## config.mk

```make
export PLATFORM = sky130hd
export DESIGN_NAME = pe_conv_sequencer_flat
export DESIGN_NICKNAME = d
export VERILOG_FILES = /design/src/rtl/pe_conv_sequencer_if.sv /design/src/rtl/pe_conv_sequencer.sv /design/src/flat_wrapper.sv
export SDC_FILE = /design/constraint.sdc
export NUM_CORES = 1
export LEC_CHECK = 0
export CORE_MARGIN = 1.5
export CORE_UTILIZATION = 51
export CTS_CLUSTER_SIZE = 14
export DETAILED_ROUTE_END_ITERATION = 8
export GPL_TIMING_DRIVEN = 0
export PLACE_DENSITY = 0.84
export SETUP_SLACK_MARGIN = 0.5
export SLEW_MARGIN = 15
export SYNTH_ARGS = -nofsm -noshare
export SYNTH_HDL_FRONTEND = slang
export SYNTH_SLANG_ARGS = --single-unit
export TNS_END_PERCENT = 50
```

## constraint.sdc

```tcl
create_clock -name clock -period 4.29 [get_ports clock]
set_input_delay 1.0725 -clock clock [delete_from_list [all_inputs] [get_ports clock]]
set_output_delay 1.0725 -clock clock [all_outputs]
set_load 0.005 [all_outputs]
```

## src/rtl/pe_conv_sequencer_if.sv

```systemverilog
// pe_conv_sequencer_if: result stream from the convolution sequencer.
// The master presents finished window sums, the slave accepts them with a
// valid/ready handshake.
interface pe_conv_sequencer_if #(
    parameter int ACC_W = 16
) ();
    logic             out_valid;
    logic             out_ready;
    logic [ACC_W-1:0] out_data;

    modport master (
        output out_valid,
        output out_data,
        input  out_ready
    );

    modport slave (
        input  out_valid,
        input  out_data,
        output out_ready
    );
endinterface

```

## src/rtl/pe_conv_sequencer.sv

```systemverilog
// pe_conv_sequencer: drives one multiply-accumulate PE through a valid-mode
// 2-D convolution. For each output window it issues K*K buffer reads, enables
// the PE one cycle later, feeds the PE its own result back as the partial
// sum, then hands the finished sum out over a valid/ready stream.
// Optional build macro: PE_SEQ_STALL_CNT_EN adds a saturating counter of
// cycles spent waiting on the consumer (stall_cycles); without it that port
// is tied to zero.
module pe_conv_sequencer #(
    parameter  int IMAGE_PIXEL_WIDTH  = 8,
    parameter  int KERNEL_PIXEL_WIDTH = 8,
    parameter  int IMAGE_SIZE         = 32,
    parameter  int KERNEL_SIZE        = 5,
    localparam int ACC_W              = IMAGE_PIXEL_WIDTH + KERNEL_PIXEL_WIDTH,
    localparam int IMG_AW             = $clog2(IMAGE_SIZE * IMAGE_SIZE),
    localparam int KER_AW             = (KERNEL_SIZE > 1) ? $clog2(KERNEL_SIZE * KERNEL_SIZE) : 1
) (
    input  logic                  clock,
    input  logic                  rst,
    input  logic                  start,
    output logic                  busy,
    output logic                  done,
    output logic                  img_rd_en,
    output logic [IMG_AW-1:0]     img_addr,
    output logic                  ker_rd_en,
    output logic [KER_AW-1:0]     ker_addr,
    output logic                  pe_en,
    output logic [ACC_W-1:0]      pe_part_sum,
    input  logic [ACC_W-1:0]      pe_data_out,
    pe_conv_sequencer_if.master   out_if,
    output logic [15:0]           stall_cycles
);

    // Window/kernel coordinates share one width wide enough for 0..N.
    localparam int CW = $clog2(IMAGE_SIZE + 1);
    localparam int TW = $clog2(KERNEL_SIZE * KERNEL_SIZE + 1);

    localparam logic [CW-1:0] K_LAST   = CW'(KERNEL_SIZE - 1);
    localparam logic [CW-1:0] W_LAST   = CW'(IMAGE_SIZE - KERNEL_SIZE);
    localparam logic [TW-1:0] TAP_LAST = TW'(KERNEL_SIZE * KERNEL_SIZE - 1);

    typedef enum logic [1:0] {
        IDLE,
        RUN,
        DRAIN,
        OUT
    } state_t;

    state_t          state;
    logic [CW-1:0]   orow;
    logic [CW-1:0]   ocol;
    logic [CW-1:0]   kr;
    logic [CW-1:0]   kc;
    logic [TW-1:0]   tap;
    logic            tap0_d;
    logic            out_valid_q;

    logic [CW-1:0]     kr_nxt;
    logic [CW-1:0]     kc_nxt;
    logic [CW-1:0]     orow_nxt;
    logic [CW-1:0]     ocol_nxt;
    logic [IMG_AW-1:0] tap_addr_nxt;
    logic [IMG_AW-1:0] win_addr_nxt;
    logic              last_win;

    // Next tap position within the window and next window position in the image.
    always_comb begin
        // NOTE: every combinational output gets a default first so no path leaves it unassigned (no latch).
        kc_nxt   = kc + CW'(1);
        kr_nxt   = kr;
        ocol_nxt = ocol + CW'(1);
        orow_nxt = orow;
        if (kc == K_LAST) begin
            kc_nxt = '0;
            kr_nxt = kr + CW'(1);
        end
        if (ocol == W_LAST) begin
            ocol_nxt = '0;
            orow_nxt = orow + CW'(1);
        end
        tap_addr_nxt = IMG_AW'((int'(orow) + int'(kr_nxt)) * IMAGE_SIZE + int'(ocol) + int'(kc_nxt));
        win_addr_nxt = IMG_AW'(int'(orow_nxt) * IMAGE_SIZE + int'(ocol_nxt));
        last_win     = (orow == W_LAST) && (ocol == W_LAST);
    end

    // Sequencer FSM: tap issue, PE enable one cycle behind, result handshake.
    always_ff @(posedge clock or posedge rst) begin
        if (rst) begin
            state       <= IDLE;
            orow        <= '0;
            ocol        <= '0;
            kr          <= '0;
            kc          <= '0;
            tap         <= '0;
            tap0_d      <= 1'b0;
            busy        <= 1'b0;
            done        <= 1'b0;
            img_rd_en   <= 1'b0;
            img_addr    <= '0;
            ker_rd_en   <= 1'b0;
            ker_addr    <= '0;
            pe_en       <= 1'b0;
            out_valid_q <= 1'b0;
        end else begin
            // NOTE: state registers use non-blocking assignments so every branch sees pre-edge values.
            // Read data returns one cycle after issue, so the PE consumes tap i one cycle later.
            pe_en  <= (state == RUN);
            tap0_d <= (state == RUN) && (tap == '0);
            done   <= 1'b0;
            case (state)
                IDLE: begin
                    if (start) begin
                        state     <= RUN;
                        busy      <= 1'b1;
                        kr        <= '0;
                        kc        <= '0;
                        tap       <= '0;
                        img_rd_en <= 1'b1;
                        ker_rd_en <= 1'b1;
                        img_addr  <= '0;
                        ker_addr  <= '0;
                    end
                end
                RUN: begin
                    if (tap == TAP_LAST) begin
                        state     <= DRAIN;
                        img_rd_en <= 1'b0;
                        ker_rd_en <= 1'b0;
                    end else begin
                        tap      <= tap + TW'(1);
                        kr       <= kr_nxt;
                        kc       <= kc_nxt;
                        img_addr <= tap_addr_nxt;
                        ker_addr <= KER_AW'(tap + TW'(1));
                    end
                end
                DRAIN: begin
                    state       <= OUT;
                    out_valid_q <= 1'b1;
                end
                OUT: begin
                    if (out_if.out_ready) begin
                        out_valid_q <= 1'b0;
                        tap         <= '0;
                        kr          <= '0;
                        kc          <= '0;
                        if (last_win) begin
                            state <= IDLE;
                            busy  <= 1'b0;
                            done  <= 1'b1;
                            orow  <= '0;
                            ocol  <= '0;
                        end else begin
                            state     <= RUN;
                            orow      <= orow_nxt;
                            ocol      <= ocol_nxt;
                            img_rd_en <= 1'b1;
                            ker_rd_en <= 1'b1;
                            img_addr  <= win_addr_nxt;
                            ker_addr  <= '0;
                        end
                    end
                end
                default: state <= IDLE;
            endcase
        end
    end

    // Close the accumulation loop: tap 0 starts from zero, later taps add to the PE result.
    assign pe_part_sum = (pe_en && !tap0_d) ? pe_data_out : '0;

    // The PE holds its value while pe_en is low, so the result is stable throughout OUT.
    assign out_if.out_valid = out_valid_q;
    assign out_if.out_data  = out_valid_q ? pe_data_out : '0;

`ifdef PE_SEQ_STALL_CNT_EN
    logic [15:0] stall_q;

    // Count OUT cycles the consumer refused; saturate, restart with each image.
    always_ff @(posedge clock or posedge rst) begin
        if (rst) begin
            stall_q <= '0;
        end else if ((state == IDLE) && start) begin
            stall_q <= '0;
        end else if ((state == OUT) && !out_if.out_ready && (stall_q != 16'hFFFF)) begin
            stall_q <= stall_q + 16'd1;
        end
    end

    assign stall_cycles = stall_q;
`else
    assign stall_cycles = '0;
`endif

endmodule

```

## src/flat_wrapper.sv

```systemverilog
// flat-port wrapper written by rule: the top's interface ports become plain ports
module pe_conv_sequencer_flat 
#(
    parameter  int IMAGE_PIXEL_WIDTH  = 8,
    parameter  int KERNEL_PIXEL_WIDTH = 8,
    parameter  int IMAGE_SIZE         = 32,
    parameter  int KERNEL_SIZE        = 5,
    localparam int ACC_W              = IMAGE_PIXEL_WIDTH + KERNEL_PIXEL_WIDTH,
    localparam int IMG_AW             = $clog2(IMAGE_SIZE * IMAGE_SIZE),
    localparam int KER_AW             = (KERNEL_SIZE > 1) ? $clog2(KERNEL_SIZE * KERNEL_SIZE) : 1
)
  (clock, rst, start, busy, done, img_rd_en, img_addr, ker_rd_en, ker_addr, pe_en, pe_part_sum, pe_data_out, stall_cycles, out_if_out_valid, out_if_out_data, out_if_out_ready);
  pe_conv_sequencer_if #(.ACC_W(((8) + (8)))) out_if_i ();
  input  logic clock;
  input  logic rst;
  input  logic start;
  output logic busy;
  output logic done;
  output logic img_rd_en;
  output logic [IMG_AW-1:0] img_addr;
  output logic ker_rd_en;
  output logic [KER_AW-1:0] ker_addr;
  output logic pe_en;
  output logic [ACC_W-1:0] pe_part_sum;
  input  logic [ACC_W-1:0] pe_data_out;
  output logic [15:0] stall_cycles;
  output wire logic [$bits(out_if_i.out_valid)-1:0] out_if_out_valid;
  output wire logic [$bits(out_if_i.out_data)-1:0] out_if_out_data;
  input wire logic [$bits(out_if_i.out_ready)-1:0] out_if_out_ready;
  assign out_if_out_valid = out_if_i.out_valid;
  assign out_if_out_data = out_if_i.out_data;
  assign out_if_i.out_ready = out_if_out_ready;
  pe_conv_sequencer #(.IMAGE_PIXEL_WIDTH(IMAGE_PIXEL_WIDTH), .KERNEL_PIXEL_WIDTH(KERNEL_PIXEL_WIDTH), .IMAGE_SIZE(IMAGE_SIZE), .KERNEL_SIZE(KERNEL_SIZE)) u_core (.clock(clock), .rst(rst), .start(start), .busy(busy), .done(done), .img_rd_en(img_rd_en), .img_addr(img_addr), .ker_rd_en(ker_rd_en), .ker_addr(ker_addr), .pe_en(pe_en), .pe_part_sum(pe_part_sum), .pe_data_out(pe_data_out), .out_if(out_if_i), .stall_cycles(stall_cycles));
endmodule
```

-- Word-level counts from Yosys, hierarchy flattened
Cells that the tools add are included.
- add/sub/neg operators: 9
- eq/ne operators: 13
- muxes and demuxes: 44
- reduce and logical (&&, ||, !) cells: 16
- operator list (operator ; number):
    $mux 6 ; 10
    $mux 10 ; 4
    $pmux 6 s3 ; 2
    $mux 16 ; 2
    $pmux 10 s3 ; 1
    $pmux 5 s3 ; 2
    $mux 5 ; 5
    $add 6x1->6 const B ; 4
    $add 10x7->10 ; 2
    $eq 6x5->1 const B ; 2
    $mux 1 ; 11
    $add 10x6->10 ; 1
    $ne 2x2->1 const B ; 5
    $reduce_and 5->1 ; 2
    $pmux 2 s4 ; 1
    $reduce_and 4->1 ; 2
    $eq 6x3->1 const B ; 1
    $mux 2 ; 3
    $add 5x1->5 const B ; 1
    $add 5x5->5 ; 1
    $eq 5x5->1 const B ; 1
    $logic_not 5->1 ; 1
    $eq 2x2->1 const B ; 2
    $pmux 1 s2 ; 2
    other kinds (10) ; 14
- flip-flop bits (word level): 52
- input bits: 20
- output and inout bits: 69
- logic and storage cells: 96

-- Longest topological paths before layout
- depth after elaboration: 7
- gate-level depth with buffers: 15
- depth with buffers taken out: 15

-- Worst setup path before layout
OpenSTA, ideal clock, no wires.
- path type: flip-flop to flip-flop
- start: register u_core.kc[0]
- end: register u_core.img_addr[9]
- setup time: 120 ps
- arrival: 3054 ps
- data required time: 4170 ps
- slack: 1116 ps
- stages on the path, launching flop included: 16
- buffers on the path: 0
- clock period less this slack: 3174 ps
- cell sequence: dfrtp_1 inv_1 ha_1 nor4b_4 xor2_1 ha_1 inv_1 fa_1 inv_1 ha_1 o21a_1 o31ai_1 a21oi_1 nand3_1 xnor2_1 a31o_1
- word-level cells in the longest chain between the ends: 7
- elaborated cells between the ends (all ways): 9
- those cells by class: 4 x add/sub; 1 x eq/ne; 4 x mux
- RTL lines (element ; line ; source):
    from (decl) ; pe_conv_sequencer.sv:52 ; logic [CW-1:0] kc;
    from (signal assigned) ; pe_conv_sequencer.sv:131 ; kc <= kc_nxt;
    $eq 6x3->1 ; pe_conv_sequencer.sv:72 ; if (kc == K_LAST) begin
    $mux 6 ; pe_conv_sequencer.sv:72 ;
    $add 5x5->5 ; pe_conv_sequencer.sv:80 ; tap_addr_nxt = IMG_AW'((int'(orow) + int'(kr_nxt)) * IMAGE_SIZE + int'(ocol) + int'(kc_nxt));
    $add 10x7->10 ; pe_conv_sequencer.sv:80 ;
    $add 10x7->10 * ; pe_conv_sequencer.sv:80 ;
    $mux 10 * ; pe_conv_sequencer.sv:124 ; if (tap == TAP_LAST) begin
    $pmux 10 s3 * ; pe_conv_sequencer.sv:109 ; case (state)
    to (signal assigned) ; pe_conv_sequencer.sv:132 ; img_addr <= tap_addr_nxt;
    to (signal assigned) ; pe_conv_sequencer.sv:158 ; img_addr <= win_addr_nxt;
    to (decl) ; pe_conv_sequencer.sv:23 ; output logic [IMG_AW-1:0] img_addr,
Mark *: on every way between the ends. The rest lies on a longest branch, timed or not. The select of a mux whose other input is x is not followed.
A chain may end at the register's enable or synchronous reset.

-- Worst setup path in the final report
- start: register u_core.kc[0]
- end: register u_core.img_addr[7]
The elaborated chain is that of the path after synthesis.

==> Implementation_results.wiki <==
{| class="wikitable"
! Metric !! Value
|-
| Area post-placement || 4638 um^2
|-
| Initial DRC count || 141
|-
| Number of placement rows || 30
|-
| Number of antenna violations at the first check in global routing || 0
|-
| F_max || 283.3 MHz
|-
| Final Hold Vio Count || 0
|-
| Period minus WS final || 3530 ps
|-
| Number of buffers added by the clock tree synthesis step || 5
|-
| Routability congestion estimate || 0.9270
|-
| Post-synth top area cell || dfrtp_1
|-
| Number of iterations in the first detailed-routing pass || 4
|-
| Antenna Nets Post-Route || 0
|-
| CTS resizes || 0
|-
| Die H || 88.42 um
|-
| Path type of the worst setup path || reg -> reg
|-
| CTS tree || done
|-
| Largest stage delay on the critical path || slightly below 500 ps
|-
| Worst hold path class || reg -> reg
|-
| Setup repair after global routing missed its margin || no
|-
| Commonest non-fill, non-tap cell in the layout || clkdlybuf4s50_1
|-
| Stages on worst setup path || 15
|-
| TritonCTS Sinks || 51
|-
| Data arrival time at the worst-slack endpoint || 3720 ps
|-
| Die extent in x || 88.42 um
|-
| Flop and latch count out of synthesis || 51
|-
| Maximum number of pins on one net before global-route repair || 28
|-
| Post-route setup TNS || 0 ps
|-
| Crit path buffers/inverters || 3
|-
| Aggregate global routing overflow || 0
|-
| Data required time at the worst endpoint || 4480 ps
|-
| Layout Area Growth over Synthesis || 28.72%
|-
| Mean Syn Cell Area || 9.143 um^2
|-
| Number of nets in the layout || 555
|-
| Inserted Diodes || 0
|-
| DRC viols || 0
|-
| GRT Resource Usage Total || 24.24%
|-
| Fraction of layout instances using a drive strength above 1 || 10.10%
|-
| Detail-routed net length per standard cell || 15.31 um
|-
| Portion of total power attributed to sequential cells || 29.9%
|-
| Std-Cell Core Area || 6907 um^2
|-
| Relative contribution of combinational cells to total power || 52.6%
|-
| Clock power frac || 17.5%
|-
| Lkg Pwr || roughly 0.0022 uW
|-
| Cells after synthesis || approximately 410
|-
| Measured slew at the worst slew-check pin || 779.6 ps
|-
| Clock Tree Root || clkbuf_8
|-
| Max-slew violation count || 0
|-
| Share of async-settable or async-resettable flops after synthesis || between 90% and 100%
|-
| Cell Int Power || 1386 uW
|-
| Die area || 7817 um^2
|-
| Clk_skew || 10.43 ps
|-
| Final Setup Violations || 0
|-
| Hold path depth || 2
|-
| Clock transition at the registers of the reported paths || 100 ps
|-
| Number of distinct library cells after synthesis || 60
|-
| Design area || roughly 4800 um^2
|-
| Port Buf Inserts || between 70 and 80
|-
| Clock network latency to the later pin of the worst-skew pair || just over 300 ps
|-
| Worst rel slew slack || 47.74%
|-
| Total Routed Length || around 9 mm
|-
| Prevailing post-synth register cell || dfrtp_1
|-
| Sequential cell area fraction in the yosys report || 34.30%
|-
| Kind of cell with the highest combined delay on the critical path || adder cells
|-
| Worst-path cell with the longest stage delay || fa_1
|-
| Sort of element at the start of the critical path || flop
|-
| Worst-path fanout max || 5
|-
| Number of max-cap violations || 0
|-
| Critical Path End Type || flop
|-
| Via count || 3213
|-
| Detailed-route vias per instance || 5.346
|-
| Post-synthesis instance area || approximately 3700 um^2
|-
| Initial Util || a little over half
|-
| EDFF count, synth || 0
|-
| H-tree depth reported by CTS || 2
|-
| Clock Path Buffers || 2
|-
| Synth top area share || 34.30%
|-
| Power Density || between 400 and 500 nW/um^2
|-
| Most used cells in the layout excluding fill and tap cells || 72 x clkdlybuf4s50_1, 51 x dfrtp_1, 45 x nand2_1, 33 x and2_1, 28 x ha_1
|-
| Cells on worst reg2reg path || 15
|-
| Sw Share || 39.50%
|-
| Count of boundary I/O pins || just under 90
|-
| Share of the clock period used by the worst path after layout || 82.29%
|-
| Number of global-route vias before repair || around 3100
|-
| Switching power total || roughly 910 uW
|-
| Half-perimeter wire length after placement || 7.281 mm
|-
| Count of synthesis-stage warnings from yosys || 0
|-
| Run status || finished clean
|-
| Maximum vdd ir drop || 0.1890 mV
|-
| First-pass GRT wire length || around 14 mm
|-
| Cell types occupying the most area after synthesis || dfrtp_1 34%, ha_1 9.4%, and2_1 5.5%
|-
| Chain of cells forming the critical path || inv_1, ha_1, nor4b_4, xor2_1, ha_1, inv_1, fa_1, inv_1, ha_1, o21a_1, o31ai_1, a21oi_1, xor2_1, a221oi_1, nor2_1
|}
[power groups by stage]
stage / logic, uW / clock network (uW) / registers, uW
2_1_floorplan: 688 / 0 / 675
3_3_place_gp: 1150 / 0 / 689
3_5_place_dp: 1190 / 0 / 696
4_1_cts: 1200 / 409 / 685
5_1_grt: 1330 / 428 / 701
6_report: 1200 / 401 / 686
[layout make-up]
type | instances | area, um^2
multi-input cells | 320 | 2237
flip-flops and latches | 51 | 1276
repair buffers | 75 | 755.7
well taps | 96 | 120.1
clock inverters | 3 | 67.56
clock buffers | 5 | 68.82
inverters | 19 | 71.32
fillers | 571 | 2117
plain buffers | 32 | 192.7
[registers in the layout (all words and copies together) (netlist names)]
name / count
u_core.busy: 1
u_core.done: 1
u_core.img_addr: 10
u_core.kc: 6
u_core.ker_addr: 5
u_core.ker_rd_en: 1
u_core.kr: 5
u_core.ocol: 6
u_core.orow: 6
u_core.out_if.out_valid: 1
u_core.pe_en: 1
u_core.state: 2
u_core.tap: 5
u_core.tap0_d: 1
[through the flow]
| stage | instances | util, % | power (uW) | hold WS [ps] | setup WS (ps) |
|---|---|---|---|---|---|
| floorplan | 422 | - | 1363 | 468.7 | 1117 |
| global placement | 590 | 66.87 | 1839 | 467.6 | 804.0 |
| detailed placement | 591 | 67.16 | 1887 | 477.1 | 673.3 |
| CTS | 599 | 69.13 | 2294 | 499.8 | 643.5 |
| global route | 601 | 69.35 | 2454 | 522.1 | 549.7 |
| finish | 601 | 69.35 | 2291 | 491.9 | 759.6 |
[final timing paths]
kind,startpoint,slack (ps),to
worst max-delay path,u_core.kc[0]$_DFFE_PP0P_,760,u_core.img_addr[7]$_DFFE_PP0P_
worst min-delay path,u_core.ker_addr[4]$_DFFE_PP0P_,490,u_core.ker_addr[4]$_DFFE_PP0P_
worst max register to register,u_core.kc[0]$_DFFE_PP0P_,760,u_core.img_addr[7]$_DFFE_PP0P_
worst min register to register,u_core.ker_addr[4]$_DFFE_PP0P_,490,u_core.ker_addr[4]$_DFFE_PP0P_
max in group asynchronous,rst,2620,u_core.orow[5]$_DFFE_PP0P_
min in group asynchronous,rst,1130,u_core.img_addr[1]$_DFFE_PP0P_
[logic make-up after synthesis]
family	after synthesis	synth area share [%]
compound gates	88	15.80
xor+xnor	31	7.700
fa+ha+maj	31	11.03
buf+inv	51	7.095
flops	51	34.30
mux	4	1.177
other cells	1	0.1008
simple gates	150	22.80
[per-layer routing]
metal	wire length, um	up-vias	GRT usage (%)
li1	-	1573	-
met2	4708	127	45.04
met4	110	0	7.813
met3	717	11	4.384
met1	3667	1502	28.18
met5	0	-	0
[synth_stat cells (3+ instances only)]
cell type,n
clkbuf_1,9
ha_1,28
inv_1,19
xnor2_1,21
nand2b_1,7
a221oi_1,3
mux2_2,3
a22o_1,11
nand3_1,10
nor3_1,5
nand2_1,45
xor2_1,8
buf_2,4
o21ai_0,22
nor2_1,25
dfrtp_1,51
a21o_1,3
buf_4,18
fa_1,3
o21ai_1,14
a21oi_1,12
o31ai_1,3
and2_1,33
a32oi_1,4
[timing repair]
action | CTS | global route
setup endpoints to repair | 0 | 2
hold buffers | 0 | 0
hold endpoints to repair | 0 | 0
buffers inserted | 0 | 2
[worst reg2reg max path, delay by kind of cell, from the launching register on]
family / cells / cell delay (ps)
adder cells (fa/ha/maj): 4 / 1360
AO/OA/AOI/OAI: 4 / 770
flip-flops: 1 / 440
AND/OR/NAND/NOR: 2 / 410
XOR/XNOR: 2 / 250
buffers and inverters: 3 / 180
Note: power is estimated with default switching activity, not from simulation.
==> RTL change (config.mk and constraints unchanged) <==
`KERNEL_SIZE` is set to 5 in 2 places; all go to 10.
--- a/src/rtl/pe_conv_sequencer.sv
+++ b/src/rtl/pe_conv_sequencer.sv
@@ -11,3 +11,3 @@
     parameter  int IMAGE_SIZE         = 32,
-    parameter  int KERNEL_SIZE        = 5,
+    parameter  int KERNEL_SIZE        = 10,
     localparam int ACC_W              = IMAGE_PIXEL_WIDTH + KERNEL_PIXEL_WIDTH,
--- a/src/flat_wrapper.sv
+++ b/src/flat_wrapper.sv
@@ -6,3 +6,3 @@
     parameter  int IMAGE_SIZE         = 32,
-    parameter  int KERNEL_SIZE        = 5,
+    parameter  int KERNEL_SIZE        = 10,
     localparam int ACC_W              = IMAGE_PIXEL_WIDTH + KERNEL_PIXEL_WIDTH,
Interface: changed (resized ker_addr); port bits go from 89 to 91. No check against the original RTL was run, so the function may have changed too.
==> RTL change against the original RTL <==
  * Sequential cell count increased by 4
  * Final cell count increased by 3.5%
  * Area after synthesis increased by 3.3%
  * Setup slack got worse by 29 ps
  * Critical path depth unchanged
  * Final area increased by 2.0%
  * Routed wire length increased by 4.5%
  * Critical path type unchanged
Power is not compared: it rests on default switching activity, and its combinational part moved more than twofold at a synthesized area within 25%.
==> RTL change: results (changes against the original RTL) <==
[sta]
worst_slew_margin_rel=0.490  ; +0.0124
tns_ps=0  ; unchanged
finalClockSkew_ps=5.38  ; -5.05 ps

[status]
status=completed

[cts]
cts_inserted_buffers=5  ; unchanged
clkLatencyLatePin_ps=310  ; about the same
cts_root_buf=clkbuf_8
htreeDepth=2  ; unchanged
post-cts-setup-buffers=0  ; unchanged
cts.path.max_buffers=2  ; unchanged
clk_pin_slew_ps=110

[global_route]
globalRouteMet2Util=0.446  ; -0.00445
grtUsageMet3=0.0440  ; +0.000150
antenna_found_initial=0  ; unchanged
grtUsageTotal=0.246  ; +0.00336
met1_usage=0.299  ; +0.0176
grt_pass1_wl_mm=16.3  ; +13%
grt_max_degree=36  ; +29%

[pwr]
vdd_ir_drop_max_v=0.000114
p_int_mw=0.697
p_leak_nw=2.26

[finish]
top_regs=u_core.img_addr (10), u_core.ker_addr (7), u_core.tap (7)
final_nets=575  ; +3.6%
antenna_cells=0  ; unchanged
n_fill_cell=572  ; +0.18%
regMostFlops=u_core.img_addr
drive_above_1_share=0.0899  ; -0.0111

[synthesis]
yosysSeqAreaShare=0.358  ; +0.0151
yosys-top-cells-count=dfrtp_1 (55), nand2_1 (41), and2_1 (35), ha_1 (30), nor2_1 (29)
synth_cell_types=54  ; -10%
synth_warnings=0  ; unchanged
synthTopCellsByArea=dfrtp_1 (36%), ha_1 (9.8%), and2_1 (5.7%), xnor2_1 (4.6%), nand2_1 (4.0%)
synthArstFlopShare=1.00  ; unchanged
synth-main-ff-cell=dfrtp_1

[hold_path]
hold_class=flop to flop
worstHoldStart=u_core.ker_addr[4]

[route]
drtIter0Drc=208  ; +48%
via_count=3408  ; +6.1%
routed_wl_mm=9.61  ; +4.5%
drt_first_pass_iters=5  ; +1

[placed_design]
place_area_sq_um=4790  ; +3.3%
dp_slack_ps=701  ; +27.8 ps
port_buffers=74  ; +2.8%
dp_hpwl_mm=7.66  ; +5.3%
globalplace.congestion=0.942  ; +1.6%

[critical_path]
crit_start=u_core.kc[0]
path_max_fanout=8  ; +3
critPathSlowestCell=fa_1
cpLargestDelayFamily=adder cells
cp.arrival_ps=3780  ; +60 ps
slowest_delay_ps=500

## RTL change: kinds of logic (layout without fill, tap and decap cells)
group	after synthesis	in the layout	share of synthesized area
buf+inv	54	137	0.0719
fa+ha+maj	33	33	0.113
flops	55	55	0.358
compound gates	92	92	0.167
simple gates	156	156	0.208
xor+xnor	29	29	0.0661
mux	5	5	0.0146
other cells	1	16	0.000976
## RTL change: cell type report
cell class,count,share of cell area
flip-flops and latches,55,0.282
clock inverters,3,0.00512
inverters,19,0.0146
well taps,99,0.0253
plain buffers,35,0.0422
repair buffers,75,0.157
clock buffers,5,0.0141
multi-input cells,331,0.460
## RTL change: worst reg2reg max path, cell delays in order, from the launching register on
cell      delay [ps]
dfrtp_1          450
ha_1             240
and4b_1          180
clkbuf_2         180
xor2_1           190
ha_1             290
inv_1             50
fa_1             500
inv_1             40
ha_1             330
o21a_1           150
o31ai_1          100
a21oi_1          250
nand3_1          140
xnor2_1          170
o31ai_1          230
## RTL change: metrics by stage
stage | utilization | std cells | power, mW
floorplan | - | 440 | 0.565
global placement | 0.657 | 613 | 0.619
detailed placement | 0.661 | 614 | 0.624
CTS | 0.674 | 622 | 0.923
global route | 0.674 | 622 | 0.950
finish | 0.674 | 622 | 0.914
## RTL change: power by group through the flow
stage	clock (mW)	sequential [mW]	combinational, mW
6_report	0.301	0.519	0.0944
5_1_grt	0.328	0.519	0.103
4_1_cts	0.309	0.519	0.0949
3_5_place_dp	0	0.529	0.0949
3_3_place_gp	0	0.529	0.0893
2_1_floorplan	0	0.529	0.0359
## RTL change: worst paths after layout
kind,endpoint,slack [ps],cells after the start
setup reg to reg,u_core.img_addr[9],730,15
max in group asynchronous,u_core.ocol[3],2520,3
hold reg to reg,u_core.ker_addr[4],480,2
min in group asynchronous,u_core.done,1200,2
hold / removal,u_core.ker_addr[4],480,2
setup / recovery,u_core.img_addr[9],730,15
## RTL change: timing repair
item                       4_1_cts  5_1_grt
gates resized for setup          0        2
hold buffers                     0        0
setup endpoints to repair        0        2
## RTL change: routing by layer
layer | wire, um | vias up
met5 | 0 | -
met4 | 149 | 0
met3 | 577 | 15
met2 | 4790 | 134
met1 | 4090 | 1620
li1 | - | 1639
